[src/rtl/mem_access_pkg.sv]
// mem_access_pkg: size codes, FSM states and beat-count helper shared by the load/store unit.
package mem_access_pkg;
   localparam logic [1:0] SZ_WORD = 2'd0;
   localparam logic [1:0] SZ_BYTE = 2'd1;
   localparam logic [1:0] SZ_HALF = 2'd2;
   typedef enum logic [1:0] {IDLE, XFER, DONE} state_t;
   function automatic logic [2:0] beats(input logic [1:0] size);
      return size == SZ_BYTE ? 3'd1 : size == SZ_HALF ? 3'd2 : 3'd4;
   endfunction
endpackage

[src/rtl/mem_extend.sv]
// mem_extend: sign/zero extension of assembled load bytes to 32 bits.
module mem_extend
   import mem_access_pkg::*;
(
   input  logic [31:0] data,
   input  logic [1:0]  size,
   input  logic        sign,
   output logic [31:0] ext
);
   always_comb
      ext = size == SZ_BYTE ? {{24{sign & data[7]}}, data[7:0]} :
            size == SZ_HALF ? {{16{sign & data[15]}}, data[15:0]} : data;
endmodule

[src/rtl/mem_access.sv]
// mem_access: byte-serial load/store unit for the memory stage.
// MEMACC_ALIGN_CHECK_EN enables misalignment faulting of half/word accesses.
module mem_access
   import mem_access_pkg::*;
#(
   parameter int ADDR_W = 32,
   parameter int DATA_W = 32
) (
   input  logic              i_clk,
   input  logic              i_rst,
   input  logic              i_start,
   input  logic              i_memtoreg,
   input  logic              i_memwrite,
   input  logic [1:0]        i_insize,
   input  logic              i_insign,
   input  logic [1:0]        i_outsize,
   input  logic [ADDR_W-1:0] i_addr,
   input  logic [DATA_W-1:0] i_wdata,
   output logic              o_busy,
   output logic              o_done,
   output logic [DATA_W-1:0] o_rdata,
   output logic              o_fault,
   output logic              o_bus_req,
   output logic              o_bus_we,
   output logic [ADDR_W-1:0] o_bus_addr,
   output logic [7:0]        o_bus_wdata,
   input  logic [7:0]        i_bus_rdata,
   input  logic              i_bus_ack
);
   state_t state, next;
   logic [1:0] cnt, size, sz_in;
   logic [ADDR_W-1:0] base;
   logic [DATA_W-1:0] wd, data, ext;
   logic sign, store, load, go, last, mis;

   // a store wins when both memtoreg and memwrite are set
   assign sz_in = i_memwrite ? i_outsize : i_insize;
   assign go = i_start && (i_memtoreg || i_memwrite);
   assign last = {1'b0, cnt} == beats(size) - 3'd1;

`ifdef MEMACC_ALIGN_CHECK_EN
   logic fault;
   assign mis = |(i_addr[1:0] & 2'(beats(sz_in) - 3'd1));
   assign o_fault = state == DONE && fault;
   always_ff @(posedge i_clk)
      if (i_rst) fault <= 1'b0;
      else if (state == IDLE && i_start) fault <= go && mis;
`else
   assign mis = 1'b0;
   assign o_fault = 1'b0;
`endif

   mem_extend u_ext (.data(data), .size(size), .sign(sign), .ext(ext));

   always_ff @(posedge i_clk) state <= i_rst ? IDLE : next;

   always_comb begin
      next = state;
      o_busy = state != IDLE || go;
      o_done = 1'b0;
      o_rdata = '0;
      o_bus_req = 1'b0;
      o_bus_we = 1'b0;
      o_bus_addr = '0;
      o_bus_wdata = '0;
      case (state)
         IDLE: if (i_start) next = go && !mis ? XFER : DONE;
         XFER: begin
            o_bus_req = 1'b1;
            o_bus_we = store;
            o_bus_addr = base + ADDR_W'(cnt);
            o_bus_wdata = wd[{cnt, 3'b000} +: 8];
            if (i_bus_ack && last) next = DONE;
         end
         default: begin
            o_done = 1'b1;
            o_rdata = load ? ext : '0;
            next = IDLE;
         end
      endcase
   end

   always_ff @(posedge i_clk)
      if (i_rst) begin
         cnt <= '0;
         base <= '0;
         wd <= '0;
         data <= '0;
         size <= SZ_WORD;
         sign <= 1'b0;
         store <= 1'b0;
         load <= 1'b0;
      end else if (state == IDLE && i_start) begin
         cnt <= '0;
         base <= i_addr;
         wd <= i_wdata;
         data <= '0;
         size <= sz_in;
         sign <= i_insign;
         store <= i_memwrite;
         load <= i_memtoreg && !i_memwrite;
      end else if (state == XFER && i_bus_ack) begin
         cnt <= cnt + 2'd1;
         if (load) data[{cnt, 3'b000} +: 8] <= i_bus_rdata;
      end
endmodule

[config.mk]
export PLATFORM = sky130hd
export DESIGN_NAME = mem_access
export DESIGN_NICKNAME = d
export VERILOG_FILES = /design/src/rtl/mem_access_pkg.sv /design/src/rtl/mem_extend.sv /design/src/rtl/mem_access.sv
export SDC_FILE = /design/constraint.sdc
export NUM_CORES = 1
export LEC_CHECK = 0
export BUFFER_PORTS_ARGS = -buffer_cell sky130_fd_sc_hd__buf_4
export CAP_MARGIN = 30
export CORE_MARGIN = 4
export CORE_UTILIZATION = 30
export DETAILED_ROUTE_END_ITERATION = 7
export GPL_TIMING_DRIVEN = 0
export HOLD_SLACK_MARGIN = 0.06
export PLACE_DENSITY = 0.57
export SYNTH_ARGS = -nofsm -noshare
export SYNTH_HDL_FRONTEND = slang
export SYNTH_HIERARCHICAL = 1
export SYNTH_SLANG_ARGS = --single-unit
[constraint.sdc]
create_clock -name i_clk -period 2.79 [get_ports i_clk]
set_input_delay 0.1395 -clock i_clk [delete_from_list [all_inputs] [get_ports i_clk]]
set_output_delay 0.1395 -clock i_clk [all_outputs]
set_load 0.02 [all_outputs]
# Word level (Yosys, flattened, before mapping)

Cells that the tools add are included.

Logic and storage cells: 55
Register bits: 105
Input bits: 83

Shift-type cells: 3
Bitwise operators: 2
Equality and inequality tests: 6
Reductions and logical operators: 14
Add/subtract/negate cells: 4
Muxes and demuxes: 17

Operators by type and width:

| cell                     | count |
|---|---|
| $mux W32                 | 5 |
| $add A32 B2 Y32          | 1 |
| $bwmux W32               | 1 |
| $shift A8 B7 Y32 const A | 1 |
| $shiftx A32 B6 Y8        | 1 |
| $shiftx A8 B7 Y32        | 1 |
| $mux W2                  | 4 |
| $mux W8                  | 1 |
| $neg A5 Y7               | 1 |
| $mux W3                  | 2 |
| $logic_and A1 B1 Y1      | 5 |
| $eq A2 B1 Y1 const B     | 2 |
| $ne A2 B2 Y1 const B     | 2 |
| $pmux W2 S2              | 1 |
| $reduce_and A2 Y1        | 2 |
| $reduce_or A2 Y1         | 2 |
| $eq A2 B3 Y1             | 1 |
| $mux W1                  | 3 |
| $sub A3 B1 Y3 const B    | 1 |
| $add A2 B1 Y2 const B    | 1 |
| $and A1 B1 Y1            | 2 |
| $eq A2 B2 Y1 const B     | 1 |
| $logic_not A2 Y1         | 1 |
| $logic_or A1 B1 Y1       | 2 |
| 2 further kinds          | 2 |

# Logic depth before layout (Yosys ltp)

Gate-level depths: netlist of run 1.

Depth in word-level cells: 8
Mapped depth: 7

# Hierarchy

Netlist of run 1, hierarchy kept.

Modules (own cells, without submodules):

| module     | instances | area an instance (µm²) | sequential area each (µm²) | cells an instance |
|---|---|---|---|---|
| mem_access | 1         | 5225.0                 | 2102.0                     | 687 |
| mem_extend | 1         | 385.4                  | 0.0                        | 64 |

# Worst setup path before layout of run 1

Ideal clock, no wire load.

Path kind: reg2out
Start: register cnt[0]
End: output port o_bus_addr[22]
Data arrival time: 2.595 ns
Slack: 0.056 ns
Data required time: 2.651 ns
Cell stages (with the launch flop): 8
Buffers on the path: 1
Cell sequence: dfxtp_1 > ha_1 > fa_1 > nand4_4 > or4_4 > buf_6 > or4_1 > a21oi_1

Cells in the longest elaborated chain, start to end: 2

RTL lines:

| item                     | line              | source |
|---|---|---|
| start: declaration       | mem_access.sv:31  | `logic [1:0] cnt, size, sz_in;` |
| start signal: assignment | mem_access.sv:103 | `cnt <= cnt + 2'd1;` |
| $add A32 B2 Y32          | mem_access.sv:71  | `o_bus_addr = base + ADDR_W'(cnt);` |
| $mux W32                 | mem_access.sv:66  | `case (state)` |
| end: declaration         | mem_access.sv:25  | `output logic [ADDR_W-1:0] o_bus_addr,` |

Every way passes these cells.

# Final worst setup path of run 1

Same ends and word-level chain as after synthesis.

==> results.cfg, run 1 <==
[logic_synthesis]
synth_edf_count = 0
synth_top_area_cell = dfxtp_1
synth_nets = 843
synth_area_um2 = 5610
syn_inst = 751
synth_seq_area_share = 0.375
synth_cell_types = 51
syn-mean-instance-area_um2 = 7.47
ys_top_cells_by_count = nand2_1 (186), a21oi_1 (119), dfxtp_1 (105)
synth_most_common_cell = nand2_1
synthTopCellsByArea = dfxtp_1 (37%), nand2_1 (12%), a21oi_1 (11%)
ys_ff_latch = 105
synth-async-reset-ratio = 0
ys.flop_type = dfxtp_1
synth.top_cell.area_share = 0.375
yosysWarnings = 6

[placement]
hpwl_um = 13800
dpl_cell_area_um2 = 7080
dp_cells = 1137
gp_congestion = 0.809
port_buffers = 157

[worst_setup_path]
end_kind = primary output
crit_type = register to primary output
critPathArrivalTime_ns = 2.62
cp_slowest_cell = or4_4
worstPathRequired_ns = 2.65
cpPeakStageDelay_ns = 0.48
cp_cell_sequence = ha_4 > fa_2 > nand4_4 > or4_4 > buf_6 > or4_4 > a21oi_2 > buf_6
critPathLaunchType = register
path_max_fanout = 7

[cells_and_area]
final_cells = 1226
final-seq-area_um2 = 2110
area_delta_synth_final_pct = 45.8
num-nets-final = 1084
fillerInstances = 1891
final_area_um2 = 8180
multi_input_area_um2 = 3150
antenna_cells = 0
drive_gt1_frac = 0.237

[die]
die_w_um = 145
start_util = 0.309
die_y_um = 145
io_pins = 160
rows = 49
coreArea_um2 = 18100
dieArea_um2 = 21000

[routing]
via_per_inst = 4.81
ant_nets = 0
drt-wirelength-per-cell_um = 15.1
first_pass_iters = 4
remaining_drc_errors = 0
drtIter0Drc = 290
wl_um = 18500
vias = 5901

[timing]
period_needed_ns = 2.76
fin_worst_skew_ns = 0.00970
max_slew_margin = 0.420
report.final.slew_viol_count = 0
fin_tns_setup_ns = 0
hold_viol_final = 0
fmax_ghz = 0.363
rsz0062_at_grt = yes
tightest_slew_ns = 0.869
fin_crit_sh = 0.988
setup_viol = 0

[clocking]
cts_buffer_depth = 2
htreeDepth = 3
cts_buffers = 9
cts.sinks = 105
cts_tree = done
path_clk_slew_ns = 0.07
clk_latency_ns = 0.35
root_buffer = clkbuf_16

[global_route]
grt_util_all_layers = 0.174
grt_max_degree = 18
grt_pass1_wl_um = 28700
grt_overflow = 0
grt_pass1_vias = 5493
grt_antenna_before_repair = 0

[outcome]
status = finished, final reports clean

[power]
power_per_cell_area_nw_per_um2 = 443
leakagePower_nw = 3.26
power_mw = 3.62
vdd_ir_drop_max_v = 0.000302

[flow_run]
maxCapViolations = 0

[hold_path]
hold_class = input pin to register
logic make-up (layout without fill, tap and decap cells):
logic type / count (synthesis) / after routing / share of synthesized area
AO/OA/AOI/OAI: 167 / 167 / 0.165
XOR/XNOR: 15 / 15 / 0.0248
adder cells (fa/ha/maj): 9 / 9 / 0.0214
buffers and inverters: 95 / 341 / 0.0772
flip-flops: 105 / 105 / 0.375
multiplexers: 11 / 11 / 0.0375
other: 1 / 1 / 0.000668
AND/OR/NAND/NOR: 348 / 348 / 0.299
metrics by stage:
step                setup slack, ns  hold WS (ns)   util
CTS                         0.00930        0.0614  0.447
detailed placement           -0.235         0.396  0.390
floorplan                    0.0556         0.275      -
finish                       0.0329        0.0705  0.451
global placement             -0.221         0.389  0.390
global route                -0.0470        0.0844  0.451
where the power goes:
| group | internal [mW] | switching, mW |
|---|---|---|
| Clock | 0.722 | 0.585 |
| Sequential | 1.58 | 0.0784 |
| Combinational | 0.300 | 0.361 |
| Total | 2.60 | 1.02 |
worst max-delay path, delay by kind of cell (launching register included):
| family | cells | cell delay [ns] |
|---|---|---|
| AOI/OAI and AO/OA | 1 | 0.17 |
| adders and majority gates | 2 | 0.36 |
| buffers and inverters | 2 | 0.30 |
| and+or+nand+nor | 3 | 1.06 |
| DFF | 1 | 0.37 |
flip-flops by register name, indices dropped and copies added (netlist names):
register,count
sign,1
load,1
store,1
data,32
size,2
wd,32
state,2
cnt,2
base,32
layout by cell type, fill, tap and decap left out, types with 10 or more instances in the layout:
cell             n
dfxtp_1        102
nand2_1        186
clkbuf_1        42
and3_1          33
o211ai_1        16
a21oi_1        113
nand3_1         43
buf_4          174
o31ai_1         11
or4_1           10
nor2_1          18
and2_1          18
o21ai_0         14
inv_1           30
dlygate4sd3_1   64
cell type report:
type / count / share of cell area
multi-input cells: 551 / 0.385
flip-flops and latches: 105 / 0.258
repair buffers: 230 / 0.232
plain buffers: 65 / 0.0393
well taps: 229 / 0.0350
clock buffers: 10 / 0.0292
inverters: 30 / 0.0138
clock inverters: 6 / 0.00795
repair_timing:
action,in CTS,in global routing
pin swaps,4,3
hold buffers,64,0
setup endpoints to repair,38,27
gates cloned,0,0
gates resized for setup,11,15
endpoints found under the hold margin,64,0
buffers inserted,6,3
worst paths after layout:
kind	start	end	slack [ns]	cells past startpoint
min	i_bus_ack	cnt[1]	0.07	3
max reg2reg	cnt[1]	data[22]	0.34	6
min reg2reg	data[18]	data[18]	0.45	2
max	cnt[0]	o_bus_addr[22]	0.03	8
metal layers:
metal,GRT usage,wire length (um)
met3,0.0319,1020
met5,0,0
met2,0.284,8810
met1,0.231,8310
met4,0.0589,347
Note: power is estimated with default switching activity, not from simulation.
==> inputs of run 2 (changes only) <==
Settings changed: BUFFER_PORTS_ARGS -buffer_cell sky130_fd_sc_hd__buf_4 to not set, DONT_BUFFER_PORTS set to 1, PLACE_DENSITY 0.57 to 0.5, REMOVE_ABC_BUFFERS set to 1.
==> run 2 against run 1 <==
Worst hold slack improved by 0.058 ns. Power fell by 1.9%. Setup slack better by 0.011 ns. Count of clock-buffer cells in the layout unchanged. Via count decreased by 10%. Critical path type unchanged. Largest cell class unchanged. Highest routed layer unchanged.
==> results.cfg, run 2 (same netlist as run 1, synthesis figures left out) <==
[die]
io_pins = 160
start_util = 0.309
rows = 49
die_w_um = 145
coreArea_um2 = 18100
die_y_um = 145
dieArea_um2 = 21000

[clocking]
root_buffer = clkbuf_16
cts_tree = done
cts.sinks = 105
htreeDepth = 3
cts_buffers = 9
clk_latency_ns = 0.36
cts_buffer_depth = 2
path_clk_slew_ns = 0.07

[timing]
hold_viol_final = 0
fmax_ghz = 0.364
setup_viol = 0
tightest_slew_ns = 0.921
rsz0062_at_grt = yes
report.final.slew_viol_count = 0
period_needed_ns = 2.75
max_slew_margin = 0.383
fin_crit_sh = 0.984
fin_worst_skew_ns = 0.00678

[cells_and_area]
final_area_um2 = 7090
final_cell_mix = nand2_1 (185), a21oi_1 (106), dfxtp_1 (102)
area_delta_synth_final_pct = 26.4
fillerInstances = 1906
final-seq-area_um2 = 2110
drive_gt1_frac = 0.103
top_regs = base x32, data x32, wd x32
num-nets-final = 886
layout_commonest_cell = nand2_1
multi_input_area_um2 = 3240
antenna_cells = 0

[hold_path]
min_from = i_insize[1]
min_to = size[1]
hold_class = input pin to register
hold_path_depth = 2

[routing]
ant_nets = 0
wl_um = 17200
vias = 5285
remaining_drc_errors = 0
drtIter0Drc = 198
first_pass_iters = 4
via_per_inst = 5.14
drt-wirelength-per-cell_um = 16.8

[global_route]
grt_pass1_vias = 4958
grt_overflow = 0
grt_antenna_before_repair = 0
grt_pass1_wl_um = 27000
grt_util_all_layers = 0.162
grt_max_degree = 72

[worst_setup_path]
reg2reg_depth = 7
end_kind = primary output
reg2reg_slack_ns = 0.38
path_max_fanout = 7
critPathArrivalTime_ns = 2.61
r2r_end = data[19]
critPathLaunchType = register
rr_startpoint = cnt[0]
worstPathRequired_ns = 2.65
crit_type = register to primary output

[outcome]
status = finished, final reports clean

[flow_run]
maxCapViolations = 0

[placement]
port_buffers = 0
hpwl_um = 11300
gp_congestion = 0.753
dpl_cell_area_um2 = 5720

[power]
leakagePower_nw = 2.45
vdd_ir_drop_max_v = 0.000277
power_per_cell_area_nw_per_um2 = 501
power_mw = 3.55
[run 2: timing repair]
action / CTS / global route
gates cloned: 1 / 0
endpoints found under the hold margin: 105 / 0
hold buffers: 80 / 0
endpoints found under the setup margin: 23 / 15
resized for setup: 27 / 12
pin swaps: 6 / 9
setup buffers: 6 / 4
[run 2: final cells by class]
class / instances / share of cell area
inverter: 30 / 0.0164
clock inverter: 6 / 0.0106
tap: 229 / 0.0404
clock buffer: 10 / 0.0323
multi-input combinational: 552 / 0.457
sequential: 105 / 0.298
timing repair buffer: 96 / 0.145
[run 2: metrics by stage]
step	utilization	hold slack (ns)	TNS, ns	setup WS [ns]	cells
after global placement	0.307	0.215	-143.07	-2.25	915
after global routing	0.391	0.147	-0.0648	-0.0218	1028
after CTS	0.386	0.120	-0.0000242	-0.0000242	1024
after floorplan	-	0.209	-15.58	-0.415	686
after detailed placement	0.315	0.216	-5.20	-0.639	921
final	0.391	0.128	0	0.0435	1028
[run 2: routing by layer]
layer  vias up  GRT usage  share of wire
li1       2656          -              -
met1      2458      0.211           0.45
met2       142      0.260           0.47
met3        29     0.0404          0.058
met4         0     0.0609          0.027
met5         -          0              0
[run 2: critical path, stage by stage, from the launching register on]
cell	delay, ns
dfxtp_4	0.38
ha_4	0.16
fa_2	0.25
nand4_4	0.16
or4_4	0.52
or3_2	0.49
a21oi_2	0.29
[run 2: how the worst max path moves through the flow]
stage	start	endpoint	slack [ns]
CTS	cnt[0]	o_bus_addr[30]	-0.00002
global placement	state[1]	data[4]	-2.25
global route	cnt[0]	o_bus_addr[18]	-0.02
finish	cnt[0]	o_bus_addr[20]	0.04
floorplan	state[1]	cnt[1]	-0.41
detailed placement	cnt[1]	o_bus_addr[26]	-0.64
[run 2: power breakdown]
group | leakage, nW | switching [mW] | internal (mW) | total (mW)
logic | 1.45 | 0.330 | 0.232 | 0.561
clock network | 0.145 | 0.624 | 0.711 | 1.33
registers | 0.859 | 0.0813 | 1.58 | 1.66
==> inputs of run 3 (changes only) <==
Settings changed: CORE_ASPECT_RATIO set to 0.6, PLACE_DENSITY 0.5 to not set, SKIP_LAST_GASP set to 1.
==> run 3 against run 2 <==
Clock skew is 0.0041 ns higher. Count of clock-buffer cells in the layout stayed put. Sequential share of layout area hardly changed. Sequential power hardly changed. Largest power group unchanged. Sequential cell count stayed put. Maximum frequency is 0.87% higher. Worst hold slack worse by 0.0068 ns.
==> results.cfg, run 3 (same netlist as run 1, synthesis figures left out) <==
[worst_setup_path]
path_max_fanout = 7
cpPeakStageDelay_ns = 0.54
cp_cell_sequence = ha_4 > fa_2 > nand4_4 > or4_4 > or4_4 > a21oi_4
critPathLaunchType = register
path_depth = 6
path_delay_family = simple AND/OR/NAND/NOR gates
crit_type = register to primary output
endpoint = o_bus_addr[30]
rr_startpoint = state[1]
worstPathRequired_ns = 2.65
critPathArrivalTime_ns = 2.58
critPathBufInv = 0
r2r_end = data[15]
worst_path_most_repeated_cell = or4_4
end_kind = primary output
reg2reg_slack_ns = 0.24
cp_slowest_cell = or4_4
crit_path_start = cnt[0]
reg2reg_depth = 6

[timing]
hold_viol_final = 0
fin_crit_sh = 0.976
setup_viol = 0
fmax_ghz = 0.367
period_needed_ns = 2.72
report.final.slew_viol_count = 0
max_slew_margin = 0.323
fin_worst_skew_ns = 0.0109
tightest_slew_ns = 1.01
rsz0062_at_grt = yes
fin_ws_ns = 0.0672

[die]
rows = 38
start_util = 0.308
coreArea_um2 = 18200
dieArea_um2 = 21000
io_pins = 160
die_w_um = 185
die_y_um = 114

[placement]
gp_congestion = 0.782
port_buffers = 0
hpwl_um = 12400
dp_slack_ns = -0.720

[cells_and_area]
area_delta_synth_final_pct = 26.5
layout_commonest_cell = nand2_1
drive_gt1_frac = 0.102
antenna_cells = 0
final_core_util = 0.390
multi_input_area_um2 = 3240
fillerInstances = 1873
final-seq-area_um2 = 2110
final_cell_mix = nand2_1 (185), a21oi_1 (106), dfxtp_1 (102)
num-nets-final = 886
top_regs = base x32, data x32, wd x32

[routing]
first_pass_iters = 5
ant_nets = 0
drtIter0Drc = 423
wl_um = 18700
vias = 5428
via_per_inst = 5.23
remaining_drc_errors = 0
drt-wirelength-per-cell_um = 18.0

[outcome]
status = finished, final reports clean

[power]
power_mw = 3.69
switchingPower_mw = 1.01
intPower_mw = 2.67
clockPowerShare = 0.395
p_seq_frac = 0.451
vdd_ir_drop_max_v = 0.000271
power_per_cell_area_nw_per_um2 = 519
leakagePower_nw = 2.45
p_comb_frac = 0.154
swShare = 0.275

[clocking]
htreeDepth = 3
cts_buffers = 9
root_buffer = clkbuf_16
cts.sinks = 105
clk_latency_ns = 0.36
path_clk_slew_ns = 0.08
cts_tree = done
cts_buffer_depth = 2

[global_route]
grt_max_degree = 72
grt_antenna_before_repair = 1
grt_pass1_wl_um = 29000
grt_overflow = 0
grt_util_all_layers = 0.177
grt_pass1_vias = 5021

[hold_path]
hold_class = input pin to register

[flow_run]
maxCapViolations = 0
-- run 3: timing repair --
item | in CTS | in global routing
gates resized for setup | 33 | 7
pin swaps | 14 | 2
hold buffers | 80 | 0
setup endpoints to repair | 27 | 14
gates cloned | 2 | 0
setup buffers | 7 | 3
endpoints found under the hold margin | 105 | 0
-- run 3: layout make-up --
class / instances / area share
clock buffers: 10 / 0.0323
repair buffers: 95 / 0.140
flip-flops and latches: 105 / 0.297
clock inverters: 5 / 0.0148
multi-input cells: 552 / 0.457
inverters: 30 / 0.0164
well taps: 240 / 0.0423
repair inverters: 1 / 0.000705
-- run 3: worst min-delay path by stage --
stage | from | endpoint | slack (ns) | depth (start not counted)
after floorplan | i_rst | base[0] | 0.21 | 1
after global placement | i_rst | wd[9] | 0.22 | 1
after detailed placement | i_rst | wd[9] | 0.22 | 1
after CTS | i_insize[1] | size[1] | 0.08 | 2
after global routing | i_insize[1] | size[1] | 0.14 | 2
final | i_memwrite | state[0] | 0.12 | 3
-- run 3: routing by layer --
metal,global-route usage,share of wire,up-vias
li1,-,-,2660
met1,0.271,0.49,2527
met2,0.238,0.40,227
met3,0.0625,0.10,14
met4,0.0330,0.0083,0
met5,0,0,-
-- run 3: worst min-delay path: stages --
cell     delay [ns]
nor2_1         0.03
o21ba_2        0.21
nor2_1         0.07
-- run 3: power groups by stage --
stage / sequential, mW / combinational, mW / clock [mW]
5_1_grt: 1.68 / 0.625 / 1.57
4_1_cts: 1.66 / 0.565 / 1.51
6_report: 1.66 / 0.568 / 1.46
3_5_place_dp: 1.70 / 0.413 / 0
3_3_place_gp: 1.70 / 0.371 / 0
2_1_floorplan: 1.68 / 0.282 / 0
-- run 3: through the flow --
| stage | hold WS [ns] | instance area [um^2] | setup TNS, ns | cells |
|---|---|---|---|---|
| 6_report | 0.121 | 7100 | 0 | 1038 |
| 5_1_grt | 0.141 | 7100 | -0.0616 | 1038 |
| 3_5_place_dp | 0.222 | 5710 | -5.68 | 932 |
| 3_3_place_gp | 0.221 | 5590 | -152.17 | 926 |
| 2_1_floorplan | 0.209 | 5290 | -15.58 | 686 |
| 4_1_cts | 0.0807 | 7070 | -0.0630 | 1036 |
